<file path="src/rtl/seq_chunk_adder_pkg.sv">
// Shared definitions for the chunked adder: FSM state encoding and sizing helpers.
package seq_chunk_adder_pkg;

    typedef enum logic [1:0] {
        IDLE = 2'd0,
        RUN  = 2'd1,
        DONE = 2'd2
    } state_t;

    // Number of CHUNK-wide slices that make up one WIDTH-wide operand.
    function automatic int calc_nch(input int width, input int chunk);
        return width / chunk;
    endfunction

    // Chunk index counter width; never narrower than one bit so that
    // the single-slice configuration still has a legal counter.
    function automatic int calc_cnt_w(input int nch);
        return (nch <= 1) ? 1 : $clog2(nch);
    endfunction

endpackage

</file>
<file path="src/rtl/seq_chunk_adder_rca.sv">
// Combinational CHUNK-bit ripple-carry chain of full-adder cells.
// c_msb is the carry entering the top bit, used for signed overflow.
module chunk_rca #(
    parameter int CHUNK = 4
) (
    input  logic [CHUNK-1:0] a,
    input  logic [CHUNK-1:0] b,
    input  logic             cin,
    output logic [CHUNK-1:0] sum,
    output logic             cout,
    output logic             c_msb
);

    // Ripple the carry through one full-adder cell per bit.
    always_comb begin
        logic carry;
        sum   = '0;
        c_msb = 1'b0;
        carry = cin;
        for (int i = 0; i < CHUNK; i++) begin
            if (i == CHUNK - 1) begin
                c_msb = carry;
            end
            sum[i] = a[i] ^ b[i] ^ carry;
            carry  = (a[i] & b[i]) | (carry & (a[i] ^ b[i]));
        end
        cout = carry;
    end

endmodule

</file>
<file path="src/rtl/seq_chunk_adder.sv">
// Multi-cycle adder/subtractor: one shared CHUNK-bit ripple slice walks the
// operands from LSB to MSB, carrying between slices in a register.
//
// Handshake: a transfer happens on a rising clock edge where valid and ready
// are both high. in_ready is high only in IDLE (and never during reset);
// out_valid is high only in DONE, and out_sum/out_cout/out_ovf hold steady
// until the consumer takes them with out_ready.
module seq_chunk_adder
    import seq_chunk_adder_pkg::*;
#(
    parameter int WIDTH = 32,
    parameter int CHUNK = 4
) (
    input  logic             clock,
    input  logic             reset,
    input  logic             in_valid,
    output logic             in_ready,
    input  logic [WIDTH-1:0] in_a,
    input  logic [WIDTH-1:0] in_b,
    input  logic             in_cin,
    input  logic             in_sub,
    output logic             out_valid,
    input  logic             out_ready,
    output logic [WIDTH-1:0] out_sum,
    output logic             out_cout,
    output logic             out_ovf
);

    localparam int NCH = calc_nch(WIDTH, CHUNK);
    localparam int CW  = calc_cnt_w(NCH);
    localparam logic [CW-1:0] LAST_IDX = CW'(NCH - 1);

    state_t           state_q;
    state_t           state_d;
    logic [WIDTH-1:0] a_q;
    logic [WIDTH-1:0] b_q;
    logic [WIDTH-1:0] sum_q;
    logic [CW-1:0]    idx_q;
    logic             carry_q;
    logic             cout_q;
    logic             ovf_q;
    logic             accept;
    logic             step;

    logic [CHUNK-1:0] slice_a;
    logic [CHUNK-1:0] slice_b;
    logic [CHUNK-1:0] slice_sum;
    logic             slice_cout;
    logic             slice_c_msb;

    assign slice_a = a_q[int'(idx_q) * CHUNK +: CHUNK];
    assign slice_b = b_q[int'(idx_q) * CHUNK +: CHUNK];

    chunk_rca #(.CHUNK(CHUNK)) u_rca (
        .a     (slice_a),
        .b     (slice_b),
        .cin   (carry_q),
        .sum   (slice_sum),
        .cout  (slice_cout),
        .c_msb (slice_c_msb)
    );

    assign out_sum  = sum_q;
    assign out_cout = cout_q;
    assign out_ovf  = ovf_q;

    // State register.
    always_ff @(posedge clock or posedge reset) begin
        if (reset) begin
            state_q <= IDLE;
        end else begin
            state_q <= state_d;
        end
    end

    // Next-state decode, handshake outputs and datapath strobes.
    always_comb begin
        state_d   = state_q;
        in_ready  = 1'b0;
        out_valid = 1'b0;
        accept    = 1'b0;
        step      = 1'b0;
        case (state_q)
            IDLE: begin
                in_ready = ~reset;
                accept   = in_valid & ~reset;
                if (accept) begin
                    state_d = RUN;
                end
            end
            RUN: begin
                step = 1'b1;
                if (idx_q == LAST_IDX) begin
                    state_d = DONE;
                end
            end
            DONE: begin
                out_valid = 1'b1;
                if (out_ready) begin
                    state_d = IDLE;
                end
            end
            default: begin
                state_d = IDLE;
            end
        endcase
    end

    // Operand capture, per-slice result write-back, carry chaining and flags.
    always_ff @(posedge clock or posedge reset) begin
        if (reset) begin
            a_q     <= '0;
            b_q     <= '0;
            sum_q   <= '0;
            idx_q   <= '0;
            carry_q <= 1'b0;
            cout_q  <= 1'b0;
            ovf_q   <= 1'b0;
        end else if (accept) begin
            // Subtraction is A + ~B + ~borrow, so fold the inversion in here.
            a_q     <= in_a;
            b_q     <= in_sub ? ~in_b : in_b;
            carry_q <= in_sub ? ~in_cin : in_cin;
            idx_q   <= '0;
        end else if (step) begin
            sum_q[int'(idx_q) * CHUNK +: CHUNK] <= slice_sum;
            carry_q <= slice_cout;
            if (idx_q == LAST_IDX) begin
                cout_q <= slice_cout;
                ovf_q  <= slice_c_msb ^ slice_cout;
            end else begin
                idx_q <= idx_q + 1'b1;
            end
        end
    end

endmodule
</file>
<file path="config.mk">
export PLATFORM = sky130hd
export DESIGN_NAME = seq_chunk_adder
export DESIGN_NICKNAME = d
export VERILOG_FILES = /design/src/rtl/seq_chunk_adder_pkg.sv /design/src/rtl/seq_chunk_adder_rca.sv /design/src/rtl/seq_chunk_adder.sv
export SDC_FILE = /design/constraint.sdc
export NUM_CORES = 1
export LEC_CHECK = 0
export CORE_ASPECT_RATIO = 1.1
export CORE_UTILIZATION = 46
export CTS_BUF_LIST = sky130_fd_sc_hd__clkbuf_4 sky130_fd_sc_hd__clkbuf_8 sky130_fd_sc_hd__clkbuf_16
export CTS_CLUSTER_SIZE = 40
export DETAILED_ROUTE_END_ITERATION = 10
export PLACE_DENSITY = 0.84
export SYNTH_ARGS = -nofsm -noshare
export SYNTH_HDL_FRONTEND = slang
export SYNTH_SLANG_ARGS = --single-unit
</file>
<file path="constraint.sdc">
create_clock -name clock -period 4.3 [get_ports clock]
set_clock_uncertainty 0.15 [all_clocks]
set_input_delay 1.29 -clock clock [delete_from_list [all_inputs] [get_ports clock]]
set_output_delay 1.29 -clock clock [all_outputs]
set_load 0.03 [all_outputs]
</file>
; Word-level counts from Yosys, hierarchy flattened
; Cells that the tools add are included.
[totals]
register_bits = 104
inputBits = 70
output_inout_bits = 36
elab_cells = 69
[op_classes]
add_sub_neg = 2
n_eq_ne = 7
n_shift = 4
mux = 16
bitwise_logic = 26
reduce_logical = 6
[op_table]
columns = operator, count
row1 = $shiftx 32x6->4, 2
row2 = $neg 5->33, 1
row3 = $shift 4x33->32 const A, 1
row4 = $shiftx 4x33->32, 1
row5 = $bwmux 32, 1
row6 = $mux 32, 1
row7 = $not 32->32, 1
row8 = $and 1x1->1, 9
row9 = $mux 3, 3
row10 = $xor 1x1->1, 9
row11 = $ne 2x2->1 const B, 4
row12 = $mux 1, 7
row13 = $mux 2, 3
row14 = $pmux 2 s3, 1
row15 = $reduce_and 3->1, 2
row16 = $or 1x1->1, 4
row17 = $reduce_and 2->1, 2
row18 = $add 3x1->3 const B, 1
row19 = $eq 3x3->1 const B, 1
row20 = $not 1->1, 3
row21 = $eq 2x1->1 const B, 1
row22 = $eq 2x2->1 const B, 1
row23 = $logic_not 2->1, 1
row24 = $reduce_bool 2->1, 1

; Longest topological paths before layout
[logic_depth]
depth_word = 12
depth_mapped = 14
mapped_depth_nobuf = 12

; Cells and area by module
; From an unflattened synthesis, not the netlist that was laid out.
[hier_totals]
cells_unflattened = 411
area_unflattened_um2 = 5049.8
[by_module_without_submodules]
columns = mod, instances, cells_each, area_per_inst_um2, seq_area_each_um2
row1 = seq_chunk_adder, 1, 399, 4939.7, 2602.5
row2 = chunk_rca, 1, 12, 110.1, 0.0

; Worst setup path before layout
; No wires, ideal clock.
[synth_path]
path_type = reg-to-reg
start = reg idx_q[0]
end = reg sum_q[23], in the netlist out_sum[23]
setup_time_ps = 125
arrival_ps = 3161
required_time_ps = 4025
setup_slack_ps = 864
stages_incl_launch_ff = 14
n_path_buf = 1
period_less_slack_ps = 3436
path_cell_list = dfrtp_1 > buf_2 > mux4_2 > mux2i_1 > fa_1 > inv_1 > fa_1 > inv_1 > fa_1 > inv_1 > fa_1 > inv_1 > nor2_1 > mux2_4
[synth_between]
elab_chain_cells = 11
word_cells_on_any_way = 23
cone_classes = add/sub: 1 / shift: 4 / mux: 1 / bitwise: 17
[synth_lines]
columns = element, line_no
row1 = start: declaration, seq_chunk_adder.sv:38  ; logic [CW-1:0] idx_q;
row2 = start signal: assignment, seq_chunk_adder.sv:132  ; idx_q <= idx_q + 1'b1;
row3 = "$shiftx 32x6->4, on equally long branches", "seq_chunk_adder.sv:51, seq_chunk_adder.sv:52"
row4 = $xor 1x1->1, "seq_chunk_adder_rca.sv:24, seq_chunk_adder_rca.sv:25"
row5 = $and 1x1->1, seq_chunk_adder_rca.sv:25  ; carry = (a[i] & b[i]) | (carry & (a[i] ^ b[i]));
row6 = $or 1x1->1, seq_chunk_adder_rca.sv:25
row7 = $and 1x1->1, seq_chunk_adder_rca.sv:25
row8 = $or 1x1->1, seq_chunk_adder_rca.sv:25
row9 = $and 1x1->1, seq_chunk_adder_rca.sv:25
row10 = $or 1x1->1, seq_chunk_adder_rca.sv:25
row11 = $xor 1x1->1, seq_chunk_adder_rca.sv:24  ; sum[i] = a[i] ^ b[i] ^ carry;
row12 = $shiftx 4x33->32, seq_chunk_adder.sv:126  ; sum_q[int'(idx_q) * CHUNK +: CHUNK] <= slice_sum;
row13 = $bwmux 32 (*), seq_chunk_adder.sv:126
row14 = end signal: indexed assignment, seq_chunk_adder.sv:126
row15 = end: declaration, seq_chunk_adder.sv:37  ; logic [WIDTH-1:0] sum_q;
; Every way passes the cells marked *; elsewhere a longest branch is shown, timed or not.
; A chain may end at the register's enable or synchronous reset.

; Worst setup path in the final report
[layout_path]
start = in reset
end = out in_ready
[layout_between]
elab_chain_cells = 2
[layout_lines]
columns = element, line_no
row1 = start: declaration, seq_chunk_adder.sv:15  ; input logic reset,
row2 = $not 1->1, seq_chunk_adder.sv:85  ; in_ready = ~reset;
row3 = $mux 1, seq_chunk_adder.sv:83  ; case (state_q)
row4 = end: declaration, seq_chunk_adder.sv:17  ; output logic in_ready,
; No other way between the ends.

==> flow_metrics.py <==
metrics = {
    "routing": {
        "drtAntennaViolNets": 0,
        "route.detailed.drc": 0,
        "vias": 3338,
        "highest_layer": "met4",
        "drtPass1Iterations": 4,
        "wire_per_inst_um": 16.2,
        "first_iter_violations": 197,
        "finalWirelength_um": 10500,
        "wl_met3_um": 412,
        "m1WireLength_um": 4400,
        "met2WireLength_um": 5500,
        "viasPerCell": 5.16,
    },
    "synthesis": {
        "netlist_instances": 396,
        "netlist_area_sq_um": 5010,
        "synth_top_area_share_pct": 51.9,
        "synth_warnings": 0,
        "yosys.area.top_type": "dfrtp_1",
        "synth.distinct_cells": 30,
        "synthTopCellsByArea": "dfrtp_1 52%, mux2_2 12%, mux4_2 7.2%",
        "ys_seq_area_share_pct": 51.9,
        "ys_seq_elements": 104,
        "avgSynthCellArea_sq_um": 12.7,
        "syn-num-nets": 477,
    },
    "final_layout": {
        "drive_gt1_share_pct": 22.2,
        "nNetsFinal": 580,
        "multi_input_area_sq_um": 2270,
        "fillers": 796,
        "syn_to_final_growth_pct": 30.0,
        "diodes": 0,
        "seq_area_sq_um": 2600,
    },
    "floorplanning": {
        "ios": 106,
        "core_area_sq_um": 10500,
        "die_w_um": 102,
        "fp.dieH_um": 111,
        "dieArea_sq_um": 11300,
        "start_util_pct": 47.8,
        "rows": 39,
    },
    "clock_network": {
        "post_cts_resized": 0,
        "clkLatencyLatePin_ns": 0.35,
        "cts_tree": "yes",
        "cts_buffers": 9,
        "clk_pin_slew_ns": 0.07,
        "clk_path_buf_depth": 2,
        "postCtsSetupRepairBufs": 0,
        "cts_hold_buf": 0,
        "cts_sinks": 104,
        "htreeDepth": 3,
        "cts_root_buf": "clkbuf_16",
    },
    "worst_setup_path": {
        "cp.required_ns": 2.86,
        "cp_max_fo": 2,
        "worstSetupPathType": "in2out",
        "worst_setup_path_end_kind": "output pin",
        "r2r_start": "idx_q[2]",
        "crit_arrival_ns": 2.56,
        "crit_path_start_kind": "primary input",
        "cp-startpoint": "reset",
    },
    "timing": {
        "layout_setup_ws_ns": 0.298,
        "final_hold_viol_count": 0,
        "whs_ns": 0.351,
        "timing.fmax_mhz": 250,
        "max-slew-margin-rel_pct": 41.0,
        "period_minus_slack_ns": 4.00,
        "slew_viol_final": 0,
        "rsz0062_at_grt": "no",
        "timing.final.crit_share_pct": 93.1,
        "setup_viol": 0,
        "fin_setup_tns_ns": 0,
        "worstMarginPinSlew_ns": 0.884,
    },
    "flow_run": {
        "drv_cap": 0,
    },
    "worst_hold_path": {
        "hold_start": "a_q[30]",
        "hold_path.class": "reg2reg",
    },
    "outcome": {
        "status": "complete, no violations",
    },
    "grt": {
        "grt_pass1_wl_um": 17800,
        "grt_max_degree": 103,
        "track_usage_pct": 20.6,
        "grt_pass1_vias": 3649,
        "antenna_found_initial": 0,
        "overflow": 0,
    },
    "placed_design": {
        "gp_congestion": 0.746,
        "hpwlAfterDp_um": 7720,
        "portBuffers": 105,
        "dpl_worst_slack_ns": 0.306,
    },
    "power_and_ir_drop": {
        "pwr_density_cell_nw_per_um2": 773,
        "ir_worst_vdd_mv": 0.309,
        "power.total_w": 0.00504,
        "leakage_nw": 2.79,
    },
}
[path summary, 6_finish.rpt]
path	cells after the start	slack, ns	endpoint
worst min register to register	1	0.35	a_q[30]
max in group asynchronous	4	1.89	a_q[28]
worst max register to register	13	0.70	out_sum[23]
min in group asynchronous	3	1.43	out_sum[2]
worst min-delay path	1	0.35	a_q[30]
worst max-delay path	3	0.30	in_ready
[critical path: stages]
cell,delay [ns]
clkdlybuf4s50_1,0.43
nor3_1,0.15
clkdlybuf4s50_1,0.69
[cell usage in the layout (no fill, tap or decap), drive strengths merged, types with 16 or more instances in the layout]
cell type	n
xnor2	33
clkdlybuf4s50	104
a21oi	34
nor2	46
mux4	16
inv	18
nand2	20
mux2	61
dfrtp	104
[layout make-up]
class / instances / share of cell area (%)
multi-input combinational: 257 / 34.8
clock inverter: 7 / 0.940
tap: 143 / 2.74
timing repair buffer: 113 / 17.3
clock buffer: 9 / 3.45
inverter: 14 / 0.844
sequential: 104 / 39.9
[registers in the layout (all words and copies together) (netlist names)]
name / cells
a_q: 32
b_q: 32
carry_q: 1
idx_q: 3
out_cout: 1
out_ovf: 1
out_sum: 32
state_q: 2
[report_power, final]
group | leakage, nW | switching (W) | internal (W)
clock | 0.141 | 0.000377 | 0.000404
sequential | 1.26 | 0.000292 | 0.00142
combinational | 1.38 | 0.00133 | 0.00122
[cell usage after synthesis]
cell,count
a21oi_1,34
and2b_2,1
buf_1,8
buf_2,12
buf_6,1
dfrtp_1,104
fa_1,4
ha_1,7
inv_1,13
inv_2,1
mux2_2,53
mux2_4,8
mux2i_1,9
mux4_2,16
nand2_1,20
nand2b_1,2
nand3b_1,2
nand4b_1,1
nand4bb_1,1
nor2_1,46
nor3_1,5
nor3b_1,1
nor4b_1,1
nor4b_2,1
o21ai_0,4
or2_2,1
or3b_2,2
or4b_4,3
xnor2_1,33
xor2_1,2
[cell families after synthesis]
logic type               after synthesis  share of synthesized area (%)
buffers and inverters                 35                           3.07
flip-flops                           104                           51.9
XOR/XNOR                              35                           6.11
multiplexers                          86                           23.3
AND/OR/NAND/NOR                       87                           8.49
adder cells (fa/ha/maj)               11                           3.34
AO/OA/AOI/OAI                         38                           3.79
[per-stage QoR]
stage	util [%]	cell area [sq um]	std cells
after floorplan	-	5010	396
after detailed placement	59.4	6230	631
final	62.1	6520	647
after global placement	59.4	6230	631
after global routing	62.1	6520	647
after CTS	62.1	6520	647
[routing by layer]
metal	up-vias	GRT usage, %
met2	90	34.9
met1	1669	25.9
met4	0	8.89
met3	11	3.01
li1	1568	-
met5	-	0
Note: power is estimated with default switching activity, not from simulation.
